===== config.mk =====
export PLATFORM = sky130hd
export DESIGN_NAME = layer_priority_ctrl
export DESIGN_NICKNAME = d
export VERILOG_FILES = /design/src/rtl/layer_priority_ctrl.sv
export SDC_FILE = /design/constraint.sdc
export NUM_CORES = 1
export LEC_CHECK = 0
export ABC_CLOCK_PERIOD_IN_PS = 2800
export BUFFER_PORTS_ARGS = -buffer_cell sky130_fd_sc_hd__buf_4
export CAP_MARGIN = 20
export CORE_ASPECT_RATIO = 0.6
export CORE_MARGIN = 1.5
export CORE_UTILIZATION = 50
export DETAILED_ROUTE_END_ITERATION = 10
export PLACE_DENSITY_LB_ADDON = 0.12
export SYNTH_ARGS = -nofsm -noshare
export SYNTH_HDL_FRONTEND = slang
export SYNTH_SLANG_ARGS = --single-unit

===== constraint.sdc =====
create_clock -name clk -period 2.8 [get_ports clk]
set_input_delay 0.56 -clock clk [delete_from_list [all_inputs] [get_ports clk]]
set_output_delay 0.56 -clock clk [all_outputs]
set_load 0.02 [all_outputs]

===== src/rtl/layer_priority_ctrl.sv =====
// Layer priority compositor: per-pixel arbitration of drawing layers
// with frame-synchronous configuration commit and frame-based blink.
module layer_priority_ctrl #(
  parameter int NUM_LAYERS   = 4,
  parameter int BLINK_FRAMES = 16
) (
  input  logic                      clk,
  input  logic                      reset,
  input  logic                      startOfFrame,
  input  logic                      cfg_valid,
  output logic                      cfg_ready,
  input  logic [2*NUM_LAYERS-1:0]   cfg_priority,
  input  logic [NUM_LAYERS-1:0]     cfg_enable,
  input  logic [NUM_LAYERS-1:0]     cfg_blink,
  input  logic [NUM_LAYERS-1:0]     DR_in,
  input  logic [8*NUM_LAYERS-1:0]   RGB_in,
  output logic                      drawingRequest,
  output logic [7:0]                RGBout,
  output logic [1:0]                layer_id,
  output logic                      collision,
  output logic                      blink_phase
);

  localparam int N  = NUM_LAYERS;
  localparam int CW = (BLINK_FRAMES > 1) ? $clog2(BLINK_FRAMES) : 1;

  // INIT holds cfg_ready low for the reset cycle and releases it one clk later
  typedef enum logic [1:0] {
    S_INIT,
    S_IDLE,
    S_PEND
  } state_t;

  state_t state;
  state_t state_nx;

  logic [2*N-1:0] act_prio;
  logic [N-1:0]   act_en;
  logic [N-1:0]   act_blink;
  logic [2*N-1:0] sh_prio;
  logic [N-1:0]   sh_en;
  logic [N-1:0]   sh_blink;
  logic [CW-1:0]  frame_cnt;

  logic           capture;
  logic           commit_direct;
  logic           commit_shadow;

  logic [N-1:0]   elig;
  logic           hit;
  logic [1:0]     wid;
  logic [7:0]     wrgb;
  logic [2:0]     req_cnt;

  function automatic logic [2*N-1:0] ident_prio();
    logic [2*N-1:0] p;
    p = '0;
    for (int s = 0; s < N; s++) begin
      p[2*s +: 2] = 2'(s);
    end
    return p;
  endfunction

  // FSM state register
  always_ff @(posedge clk) begin
    if (reset) begin
      state <= S_INIT;
    end else begin
      state <= state_nx;
    end
  end

  // FSM next state: a config offered on the frame-start cycle bypasses PENDING
  always_comb begin
    state_nx = state;
    unique case (state)
      S_INIT: state_nx = S_IDLE;
      S_IDLE: if (cfg_valid && !startOfFrame) state_nx = S_PEND;
      S_PEND: if (startOfFrame) state_nx = S_IDLE;
      default: state_nx = S_INIT;
    endcase
  end

  // FSM outputs: handshake and commit strobes
  always_comb begin
    cfg_ready     = (state == S_IDLE);
    capture       = (state == S_IDLE) && cfg_valid && !startOfFrame;
    commit_direct = (state == S_IDLE) && cfg_valid && startOfFrame;
    commit_shadow = (state == S_PEND) && startOfFrame;
  end

  // Shadow and active configuration registers
  always_ff @(posedge clk) begin
    if (reset) begin
      act_prio  <= ident_prio();
      act_en    <= '1;
      act_blink <= '0;
      sh_prio   <= '0;
      sh_en     <= '0;
      sh_blink  <= '0;
    end else begin
      if (capture) begin
        sh_prio  <= cfg_priority;
        sh_en    <= cfg_enable;
        sh_blink <= cfg_blink;
      end
      if (commit_direct) begin
        act_prio  <= cfg_priority;
        act_en    <= cfg_enable;
        act_blink <= cfg_blink;
      end else if (commit_shadow) begin
        act_prio  <= sh_prio;
        act_en    <= sh_en;
        act_blink <= sh_blink;
      end
    end
  end

  // Frame counter and blink phase, advanced only at frame start
  always_ff @(posedge clk) begin
    if (reset) begin
      frame_cnt   <= '0;
      blink_phase <= 1'b0;
    end else if (startOfFrame) begin
      if (frame_cnt == CW'(BLINK_FRAMES - 1)) begin
        frame_cnt   <= '0;
        blink_phase <= ~blink_phase;
      end else begin
        frame_cnt <= frame_cnt + 1'b1;
      end
    end
  end

  // Eligibility, collision count and slot scan; lowest slot wins
  always_comb begin
    elig    = DR_in & act_en & ~(act_blink & {N{blink_phase}});
    req_cnt = '0;
    hit     = 1'b0;
    wid     = '0;
    wrgb    = '0;
    for (int i = 0; i < N; i++) begin
      req_cnt = req_cnt + 3'(elig[i]);
    end
    for (int s = N - 1; s >= 0; s--) begin
      for (int i = 0; i < N; i++) begin
        if (act_prio[2*s +: 2] == 2'(i) && elig[i]) begin
          hit  = 1'b1;
          wid  = 2'(i);
          wrgb = RGB_in[8*i +: 8];
        end
      end
    end
  end

  // Registered pixel outputs
  always_ff @(posedge clk) begin
    if (reset) begin
      drawingRequest <= 1'b0;
      RGBout         <= 8'h00;
      layer_id       <= 2'd0;
      collision      <= 1'b0;
    end else begin
      drawingRequest <= hit;
      RGBout         <= wrgb;
      layer_id       <= wid;
      collision      <= (req_cnt >= 3'd2);
    end
  end

endmodule


# Word level (Yosys, flattened, before mapping)
# Index checks and enable logic that the tools add are counted.
# classes
n_addsub,4
n_lt_le_gt_ge,1
n_eq_ne,17
mux,57
n_bitwise,5
reduce_logical,30
# op_table
op,n
two-way mux 8 bit,18
two-way mux 2 bit,16
logical AND 1 bit,21
two-way mux 4 bit,5
equality test 2 bit (second input constant),9
two-way mux 1 bit,17
bitwise AND 4 bit,3
equality test 2 x 1 -> 1 bit (second input constant),5
logical NOT 2 bit,5
case mux 2 bit (3 select lines),1
adder 4 x 1 -> 4 bit (second input constant),1
equality test 4 bit (second input constant),1
NOT 4 bit,1
AND reduction 2 bit,2
adder 2 x 1 -> 3 bit,1
adder 3 x 1 -> 3 bit,1
>= comparator 3 x 2 -> 1 bit (second input constant),1
adder 1 x 1 -> 2 bit,1
!= test 2 x 1 -> 1 bit (second input constant),1
!= test 2 bit (second input constant),1
nonzero test 2 bit,1
logical NOT 1 bit,1
NOT 1 bit,1
# totals
regBits,51
in_bits,56
out_inout_bits,14
elab_cells,127

# Logic depth before layout (Yosys ltp)
# logic_depth
word_depth,20
mapped_depth,8
depth_no_buf,6

# Worst setup path before layout
# No wires, ideal clock.
# synth_timing
kind,input to register
start,input port DR_in[0]
end,register RGBout[6]
setup_ns,0.120
arrival_time_ns,2.020
t_required_ns,2.680
path_slack_ns,0.660
path_stages,7
path_buffers,1
cell_sequence,nand2_1 or4_1 buf_2 and3_2 o21ai_0 a31oi_1 o31a_1
# synth_via
elab_chain_cells,19
word_cells_on_any_way,22
cone_classes,mux: 16; bitwise: 2; reduce/logical: 4
# synth_rtl
item,line_no,text
start: declaration,15,"input logic [NUM_LAYERS-1:0] DR_in,"
bitwise AND 4 bit (*) (2 in series),136,elig = DR_in & act_en & ~(act_blink & {N{blink_phase}});
logical AND 1 bit,146,if (act_prio[2*s +: 2] == 2'(i) && elig[i]) begin
two-way mux 8 bit (12 in series),146,
two-way mux 8 bit (*) (4 in series),146,
end signal: assignment,164,RGBout <= wrgb;
end: declaration,18,"output logic [7:0] RGBout,"
# Every way passes the cells marked *; elsewhere a longest branch is shown, timed or not.
# A chain may end at the register's enable or synchronous reset.

# Worst setup path in the final report
# layout_timing
start,register blink_phase
end,register RGBout[1]
# layout_via
elab_chain_cells,20
word_cells_on_any_way,35
cone_classes,mux: 16; bitwise: 3; reduce/logical: 16
# layout_rtl
item,line_no,text
start: declaration,21,output logic blink_phase
start signal: assignment,127,blink_phase <= ~blink_phase;
bitwise AND 4 bit (*),136,
NOT 4 bit (*),136,
bitwise AND 4 bit (*),136,
logical AND 1 bit,146,
two-way mux 8 bit (15 in series),146,
two-way mux 8 bit (*),146,
# Marked as above.

==> key figures <==
Logic synthesis
  • Fraction of the yosys area taken by sequential cells: 0.308
  • Net Count, Synth: 491
  • Ys Warns: 0
  • Synth Area in Adders: 0.00980
  • Seq cells post-synth: 51
  • Asr flop ratio synth: 0
  • Post-synth EDFFs: 0
  • Compound-cell area share of the yosys netlist: 0.342
  • Main combinational cell family by area after synthesis: compound AO/OA/AOI/OAI gates
  • Synth Area in Simple Gates: 0.276
  • Cell count after synthesis: 433
  • Proportion of synthesized area in mux cells: 0.00603
  • Post-synthesis cell area: 3320 um2
  • Synth Area in XOR/XNOR: 0.00528
  • Primary FF master, synth: dfxtp_1
  • Post-synth cell types: between 50 and 60
  • Syn avg cell area: 7.67 um2

Worst setup path
  • Crit path DAT: 2.62 ns
  • Reg2reg end: RGBout[1]
  • Worst flop-to-flop path startpoint: blink_phase
  • FF-to-FF setup slack: 0.38 ns
  • Critical path peak fanout: 13
  • R2R cell count: 5
  • Crit path required time: roughly 3.0 ns
  • Critical Path Sink Type: register
  • CP Launch Point: blink_phase
  • Critical path startpoint category: register
  • Worst Setup Path Type: register to register

STA
  • Worst Skew: 0.0145 ns
  • Slew Viols, Final: 0
  • Final Worst Setup Slack: around 0.38 ns
  • Fin crit share: 0.864
  • Final Setup Violations: 0
  • Fin. Hold Viols: 0
  • FMAX: 413 MHz
  • Total Neg Setup Slack: 0 ns
  • Max_slew headroom: 0.467
  • Final min period: between 2 and 2.5 ns
  • Worst-Margin Slew: between 0.7 and 0.8 ns
  • Fin Hold WS: between 0.4 and 0.5 ns
  • RSZ-0062 raised after global routing: no

Finish
  • Antenna Cells: 0
  • Reg area: 1020 um2
  • Layout cells sized above 1: 0.224
  • Multi-input gate area: 2130 um2
  • Most common cell after layout, fill and taps aside: buf_4
  • Area Overhead vs Synth: 20.8%
  • Filler Cells Inserted: 556
  • Fin nets: 548
  • Most frequent cells in the layout: 87 x buf_4, 74 x nand2_1, 51 x dfxtp_1
  • Fin area: 4010 um2
  • Util after Layout: 0.642
  • Non-Filler Instances: between 500 and 600

Drt
  • Post-DRT Antenna Nets: 0
  • Vias: 3869
  • DRC viols: 0
  • Initial DRC Count: 461
  • Top sig layer: met4
  • Met1 WL: 5040 um
  • Drt total wl: 10700 um
  • Wire length on met3: around 1300 um
  • Per-cell routed wire length: ~19 um
  • Met2 routed WL: 4190 um
  • Drt pass-1 iters: 6
  • Via-to-Cell Ratio: 6.73

Power
  • Leakage: 1.50 nW
  • Peak VDD IR: roughly 0.00037 V
  • PwrDens: approximately 430 nW/um2
  • Total Power: 1.71 mW

Placed design
  • GP Congestion: 0.934
  • DP HPWL: about 7600 um
  • Place WS: between 0.2 and 0.3 ns
  • Port bufs: 69
  • Placed Instance Area: 3910 um2
  • Placed Cells: 565

Floorplan
  • Site row count: 22
  • Initial Utilization: 0.531
  • Core Region: 6250 um2
  • # IOs: 70
  • Die H: 66.1 um
  • Die Area: 7150 um2
  • Die width: about 110 um

Clock network
  • Worst-skew pair later-pin latency: about 0.32 ns
  • Hold_buf cts: 0
  • H-Tree Depth: 2
  • TritonCTS clock tree: built
  • Setup bufs post-CTS: 0
  • Inserted Clock Buffers: 5
  • Clock-pin slew of the registers on the worst-case setup and hold paths: 0.10 ns
  • Post-CTS sizing: 0
  • Max clock buf depth: 2
  • CTS root buf: clkbuf_8
  • Clock Sinks: just over 50

Job
  • Max-cap viol count: 0

Global route
  • Initial antenna violation count: 0
  • Gr ovfl total: 0
  • GRT Overall Usage: 0.308
  • Vias in the first global route: 3335
  • Global-route wire length before repair: between 15000 and 20000 um
  • Pin count of the biggest net entering global routing: 60

Min path
  • Worst Hold Class: register to register
  • Endpoint, Worst Hold: sh_blink[1]
  • Hold_sp: sh_blink[1]
  • WHS Path Cells: 2

Status
  • Outcome: completed
-- logic make-up after synthesis --
family,count (synthesis)
xor gates and xnor gates,2
buffers and inverters,40
DFF,51
adders and majority gates,2
AOI/OAI and AO/OA,158
and+or+nand+nor,178
muxes,2
-- synthesized netlist by cell type, types with 4 or more instances --
| master | count | share of area |
|---|---|---|
| a211o_1 | 14 | 0.037 |
| a21oi_1 | 40 | 0.060 |
| a221o_1 | 8 | 0.024 |
| a221oi_1 | 10 | 0.026 |
| a22oi_1 | 14 | 0.032 |
| a31oi_1 | 5 | 0.0094 |
| and3_1 | 4 | 0.0075 |
| buf_1 | 4 | 0.0045 |
| buf_2 | 8 | 0.012 |
| clkbuf_1 | 21 | 0.024 |
| dfxtp_1 | 51 | 0.31 |
| nand2_1 | 74 | 0.084 |
| nand4_1 | 6 | 0.011 |
| nor2_1 | 50 | 0.057 |
| nor4b_1 | 5 | 0.013 |
| o21ai_0 | 16 | 0.024 |
| o221ai_1 | 14 | 0.037 |
| o22ai_1 | 12 | 0.023 |
| o32ai_1 | 7 | 0.018 |
| o41a_1 | 6 | 0.020 |
| or3_1 | 4 | 0.0075 |
-- layer usage --
metal | vias up | track usage
met2 | 262 | 0.437
met3 | 33 | 0.0759
met1 | 1809 | 0.462
met4 | 0 | 0.0674
met5 | - | 0.00794
li1 | 1765 | -
-- registers in the layout, summed over array words and instances (netlist names) --
register / flops
act_prio: 8
act_blink: 4
frame_cnt: 4
RGBout: 8
act_en: 4
state: 2
layer_id: 2
collision: 1
sh_prio: 8
sh_blink: 4
drawingRequest: 1
blink_phase: 1
sh_en: 4
-- worst max-delay path by stage --
| stage | end | slack, ns | depth (start not counted) |
|---|---|---|---|
| 2_1_floorplan | RGBout[6] | 0.66 | 7 |
| 3_3_place_gp | RGBout[2] | 0.31 | 6 |
| 3_5_place_dp | RGBout[6] | 0.26 | 7 |
| 4_1_cts | RGBout[5] | 0.45 | 5 |
| 5_1_grt | RGBout[1] | 0.26 | 5 |
| 6_report | RGBout[1] | 0.38 | 5 |
-- power by group --
group          internal, mW  switching [mW]  total, mW  leakage [nW]
clock                 0.180           0.268      0.448        0.0418
combinational         0.210           0.259      0.470          1.04
sequential            0.764          0.0281      0.792         0.417
-- cell type report --
class	count	area share
well taps	84	0.0262
flip-flops and latches	51	0.255
repair buffers	87	0.163
inverters	3	0.00281
clock buffers	6	0.0181
clock inverters	2	0.00406
multi-input cells	342	0.531
-- worst max-delay path: stages (launching register included) --
cell	delay, ns
dfxtp_1	0.44
and2_1	0.32
or4b_1	0.48
nand3_1	0.38
a221o_1	0.36
o41a_1	0.32
(Power assumes the default switching activity.)
